[src/rtl/s2pc_receiver.sv]
// Serial-to-parallel receiver: assembles WIDTH qualified serial bits into a word
// and offers it on p_out with a valid/ack handshake and a sticky overrun flag.
//
// Handshake: a word is offered while p_valid=1; the consumer takes it by raising
// p_ack, and the transfer happens on the posedge where p_valid=1 and p_ack=1.
// p_ack while p_valid=0 has no effect. On the serial side, every posedge with
// s_valid=1 (and s_clr=0) consumes exactly one bit of s_in; s_in is ignored otherwise.
module s2pc_receiver #(
   parameter int WIDTH     = 8,
   parameter bit LSB_FIRST = 1'b1,
   parameter int CNT_W     = 3
) (
   input  logic             clk,
   input  logic             rst,
   input  logic             s_in,
   input  logic             s_valid,
   input  logic             s_clr,
   output logic [WIDTH-1:0] p_out,
   output logic             p_valid,
   input  logic             p_ack,
   output logic             busy,
   output logic             overrun,
   output logic [CNT_W-1:0] bit_cnt
);

   localparam logic [CNT_W-1:0] LAST_CNT = CNT_W'(WIDTH - 1);
   localparam logic [CNT_W-1:0] ONE_CNT  = CNT_W'(1);

   typedef enum logic {
      IDLE  = 1'b0,
      SHIFT = 1'b1
   } state_t;

   state_t           state_q, state_d;
   logic [WIDTH-1:0] shift_q, shift_d;
   logic [WIDTH-1:0] word_next;
   logic [CNT_W-1:0] cnt_q, cnt_d;
   logic             word_done;

   logic [WIDTH-1:0] p_out_d;
   logic             p_valid_d;
   logic             overrun_d;

   // The shift register is cleared between words, so after WIDTH insertions the
   // first bit has travelled to word[0] (LSB first) or word[WIDTH-1] (MSB first).
   if (LSB_FIRST) begin : g_lsb_first
      assign word_next = {s_in, shift_q[WIDTH-1:1]};
   end else begin : g_msb_first
      assign word_next = {shift_q[WIDTH-2:0], s_in};
   end

   // ------------------------------------------------------------------
   // Word assembly FSM
   // ------------------------------------------------------------------
   always_ff @(posedge clk or posedge rst) begin
      if (rst) begin
         state_q <= IDLE;
         shift_q <= '0;
         cnt_q   <= '0;
      end else begin
         state_q <= state_d;
         shift_q <= shift_d;
         cnt_q   <= cnt_d;
      end
   end

   always_comb begin
      state_d   = state_q;
      shift_d   = shift_q;
      cnt_d     = cnt_q;
      word_done = 1'b0;

      if (s_clr) begin
         // Abort beats a coincident s_valid: that bit is never captured.
         state_d = IDLE;
         shift_d = '0;
         cnt_d   = '0;
      end else if (s_valid) begin
         case (state_q)
            IDLE: begin
               shift_d = word_next;
               cnt_d   = ONE_CNT;
               state_d = SHIFT;
            end
            SHIFT: begin
               if (cnt_q == LAST_CNT) begin
                  word_done = 1'b1;
                  shift_d   = '0;
                  cnt_d     = '0;
                  state_d   = IDLE;
               end else begin
                  shift_d = word_next;
                  cnt_d   = cnt_q + ONE_CNT;
               end
            end
            default: begin
               state_d = IDLE;
               shift_d = '0;
               cnt_d   = '0;
            end
         endcase
      end
   end

   // ------------------------------------------------------------------
   // Output word register and handshake
   // ------------------------------------------------------------------
   always_comb begin
      p_out_d   = p_out;
      p_valid_d = p_valid;
      overrun_d = overrun;

      if (word_done) begin
         // A word being acknowledged this edge frees the slot for the new one.
         if (!p_valid || p_ack) begin
            p_out_d   = word_next;
            p_valid_d = 1'b1;
         end else begin
            overrun_d = 1'b1;
         end
      end else if (p_valid && p_ack) begin
         p_valid_d = 1'b0;
      end
   end

   always_ff @(posedge clk or posedge rst) begin
      if (rst) begin
         p_out   <= '0;
         p_valid <= 1'b0;
         overrun <= 1'b0;
      end else begin
         p_out   <= p_out_d;
         p_valid <= p_valid_d;
         overrun <= overrun_d;
      end
   end

   // busy is the FSM state made visible.
   assign busy    = (state_q == SHIFT);
   assign bit_cnt = cnt_q;

endmodule

[config.mk]
export PLATFORM = sky130hd
export DESIGN_NAME = s2pc_receiver
export DESIGN_NICKNAME = d
export VERILOG_FILES = /design/src/rtl/s2pc_receiver.sv
export SDC_FILE = /design/constraint.sdc
export NUM_CORES = 1
export LEC_CHECK = 0
export ABC_AREA = 0
export ABC_CLOCK_PERIOD_IN_PS = 1400
export CAP_MARGIN = 20
export CORE_UTILIZATION = 44
export DETAILED_ROUTE_END_ITERATION = 12
export GPL_TIMING_DRIVEN = 1
export PLACE_DENSITY = 0.78
export SLEW_MARGIN = 20
export SYNTH_ARGS = -nofsm -noshare
export SYNTH_HDL_FRONTEND = slang
export SYNTH_SLANG_ARGS = --single-unit
export TNS_END_PERCENT = 50
[constraint.sdc]
create_clock -name clk -period 1.4 [get_ports clk]
set_input_delay 0.28 -clock clk [delete_from_list [all_inputs] [get_ports clk]]
set_output_delay 0.28 -clock clk [all_outputs]
set_load 0.03 [all_outputs]
[Yosys cells after proc, flatten, opt, wreduce, memory -nomap -nowiden]
Index checks and enable logic that the tools add are counted.
Storage, ports and cells
  flip-flop bits (word level): 22
  bits in latches: 0
  bits in writable memories: 0
  ROM bits: 0
  input bits: 6
  output and inout bits: 14
  memories: 0
Cells by class
  add/subtract/negate cells: 1
  $mul: 0
  divide/modulo/power cells: 0
  magnitude comparators: 0
  eq/ne operators: 2
  shift operators: 0
  multiplexer cells: 19
  bitwise operators: 2
  reduce and logical (&&, ||, !) cells: 8
Operators with widths (count)
  $mux W8: 3
  $pmux W8 S2: 1
  $mux W1: 10
  $mux W3: 3
  $pmux W3 S2: 1
  $reduce_and A2 Y1: 3
  $reduce_bool A2 Y1: 2
  $add A3 B1 Y3 const B: 1
  $eq A3 B3 Y1 const B: 1
  $ne A2 B1 Y1 const B: 1
  $not A1 Y1: 2
  $pmux W1 S2: 1
  $logic_and A1 B1 Y1: 1
  $logic_not A1 Y1: 1
  $logic_or A1 B1 Y1: 1

[Logic depth before layout (Yosys ltp)]
  depth in word-level cells: 7
  depth in mapped cells: 6

[Worst setup path after synthesis]
OpenSTA, ideal clock, no wires.
  path kind: flip-flop to flip-flop
  from: reg cnt_q[0] (netlist: bit_cnt[0])
  to: reg p_out[0]
  library setup time: 0.125 ns
  arrival time: 1.647 ns
  data required time: 1.275 ns
  setup slack: -0.372 ns
  stages on the path, launching flop included: 7
  path buffers: 1
  clock period less this slack: 1.772 ns
  cells stage by stage: dfrtp_1 ha_1 ha_1 nand4b_2 nor2b_2 buf_6 mux2_4
On the way
  word-level cells in the longest chain between the ends: 6
Ends and longest elaborated chain
  from (decl): RTL line 37  | logic [CNT_W-1:0] cnt_q, cnt_d;
  from (signal assigned): RTL line 63  | cnt_q <= cnt_d;
  $eq A3 B3 Y1: RTL line 86  | if (cnt_q == LAST_CNT) begin
  $mux W1: RTL line 86
  $mux W1: RTL line 79  | case (state_q)
  $mux W1: RTL line 78  | end else if (s_valid) begin
  $mux W1: RTL line 73  | if (s_clr) begin
  $reduce_and A2 Y1 (no source line)
  to (signal assigned): RTL line 132  | p_out <= p_out_d;
  to (decl): RTL line 18  | output logic [WIDTH-1:0] p_out,
No other way between the ends.
A chain may end at the register's enable or synchronous reset.

[Worst setup path after layout]
  from: reg cnt_q[1] (netlist: bit_cnt[1])
  to: reg p_out[2]
The elaborated chain is that of the path after synthesis.

==> results.toml <==
[status]
status = "finished with violations"
violations = "negative setup slack"

[synthesis]
synth-xor-area-share_pct = 0
synth-simple-area-share_pct = 16.3
synth_mux_area_share_pct = 12.9
synth_compound_area_share_pct = 7.53
yosysUniqueCellTypes = 16
ys_seq_elements = 21
synth_cells = 76
ys_warn_count = 0
synth_seq_area_share_pct = 56.5
syn_area_per_cell_um2 = 12.2
synth_fa_ha_area_share_pct = 4.03
syn_area_um2 = 931
synth_top_family_by_area = "simple AND/OR/NAND/NOR gates"
synth_fp_nets = 85

[grt]
grt_pass1_vias = 634
track_usage_pct = 17.1
grt_pass1_wl_um = 2700
antenna_found_initial = 0
grt-ovfl-total = 0
grt_max_degree = 23

[clock_network]
post_cts_buffers = 0
clockRootBuffer = "clkbuf_4"
numCtsBuffers = 3
cts_buffer_depth = 2
clock_latency_ps = 310
cts_tree = "yes"
htree_num_levels = 1
holdBufCountCts = 0
clkTransAtPathRegs_ps = 120
cts.sinks = 21

[timing]
slew_violations = 0
setup_violations = 8
hold_viol_final = 0
clock.fmax_mhz = 669
setup_ws_ps = -93.7
finalCritPeriodShare_pct = 107
clock-skew-final_ps = 6.40
grt_setup_unrepaired = "yes"
final.min_clock_period_ps = 1490
worstMarginPinSlew_ps = 298
fin_worst_hold_slack_ps = 293
slew_headroom_pct = 80.2

[critical_path]
startpoint = "bit_cnt[1]"
rrSetupSlack_ps = -90
worst_setup_path_end_kind = "flip-flop"
r2r-start = "bit_cnt[1]"
reg2reg_to = "p_out[2]"
critical_path.endpoint = "p_out[2]"
worstRegToRegCells = 6
required_ps = 1600
criticalPathCategory = "flip-flop to flip-flop"
path_max_fanout = 8
cp.arrival_ps = 1690
worst_setup_path_start_kind = "flip-flop"

[floorplan]
rows = 16
top_level_ports = 20
die_h_um = 48.0
die_area_mm2 = 0.00230
fp.coreArea_mm2 = 0.00198
die_w_um = 48.0
start_util_pct = 47.0

[route]
route.detailed.drc = 0
drtIter0Drc = 6
wirelength_um = 1700
vias = 671
vias_per_cell = 5.05
wl_per_cell_um = 12.8
ant_nets = 0
drt_first_pass_iters = 4

[flow_run]
cap_violations = 0

[finish]
instances_no_fill = 133
diodes = 0
drive_gt1_share_pct = 31.1
fin_area_mm2 = 0.00128
area_delta_synth_final_pct = 38.0
nets = 116

[power]
leakagePower_uw = 0.000608
p_per_area_mw_per_mm2 = 788
power_uw = 1010
vdd_drop_max_mv = 0.580

[placed_design]
dp_hpwl_um = 1170
place_congestion = 0.690
post-place-ws_ps = -266
io_buffers = 19
dp.cells = 129
placed_area_mm2 = 0.00125

[worst_hold_path]
worst_hold_path_type = "primary input to asynchronous set/reset pin"
-- Yosys cell counts, drive strengths merged --
cell type	n	area share, %
dfrtp	21	56
nand2b	10	6.7
nand3	10	5.4
a21oi	9	4.8
mux2	8	13
clkbuf	3	1.2
ha	3	4.0
nand2	2	0.81
nor2	2	0.81
o21ai	2	1.1
buf	1	1.2
inv	1	0.40
nand4b	1	1.6
nor2b	1	0.94
o211ai	1	0.81
o21bai	1	0.81
-- cells in the final DEF, fill, tap and decap left out, types with 2 or more instances in the layout --
cell,count
dfrtp_1,19
nand3_1,10
clkdlybuf4s15_1,8
nor2_1,2
a21oi_1,9
dlygate4sd2_1,2
buf_4,14
dfrtp_2,2
clkdlybuf4s50_1,5
clkbuf_4,3
ha_4,2
nand2b_1,10
mux2_4,8
-- per-layer routing --
layer  part of all wire, %  wire (um)  global-route usage, %
met1                    46        780                   22.0
met2                    50        842                   27.6
met3                   3.2         55                   3.40
met4                   1.2         21                   8.33
met5                     0          0                      0
-- worst min-delay path by stage --
| stage | startpoint | to | slack, ps | cells after the start |
|---|---|---|---|---|
| final | rst | p_out[5] | 290 | 3 |
| after floorplan | rst | bit_cnt[2] | 260 | 1 |
| after CTS | rst | p_out[7] | 300 | 3 |
| after global placement | overrun | overrun | 460 | 1 |
| after global routing | rst | p_out[3] | 320 | 3 |
| after detailed placement | overrun | overrun | 470 | 1 |
-- power breakdown --
part           switching (uW)  internal [uW]
combinational            52.7           43.7
clock                     183            111
sequential               7.35            615
total                     243            770
-- what timing repair did --
action	CTS	global route
pin swaps	1	2
endpoints found under the setup margin	18	19
resized for setup	11	10
-- cell type report --
type / instances / area (um2)
clock buffers: 4 / 26.3
fillers: 161 / 697
inverters: 1 / 3.75
multi-input cells: 50 / 420
flip-flops and latches: 21 / 528
well taps: 27 / 33.8
repair buffers: 30 / 273
-- stage by stage --
step / TNS (ps) / util, %
2_1_floorplan: -1400 / -
3_3_place_gp: -1980 / 63.3
3_5_place_dp: -2140 / 63.3
4_1_cts: -717 / 64.2
5_1_grt: -1120 / 64.8
6_report: -702 / 64.8
-- flip-flops by register name, summed over array words and instances (netlist names) --
register,count
p_valid,1
shift_q,7
bit_cnt,3
p_out,8
overrun,1
busy,1
-- critical path, cell delays in order (launching register included) --
cell and delay (ps):
dfrtp_2 400, ha_4 150, ha_4 140, nand4b_4 110, nor2b_4 140, buf_12 140, mux2_4 290
-- logic make-up after synthesis --
| kind of cell | Yosys count |
|---|---|
| AO/OA/AOI/OAI | 13 |
| adder cells (fa/ha/maj) | 3 |
| buffers and inverters | 5 |
| flip-flops | 21 |
| multiplexers | 8 |
| AND/OR/NAND/NOR | 26 |
Note: power is estimated with default switching activity, not from simulation.
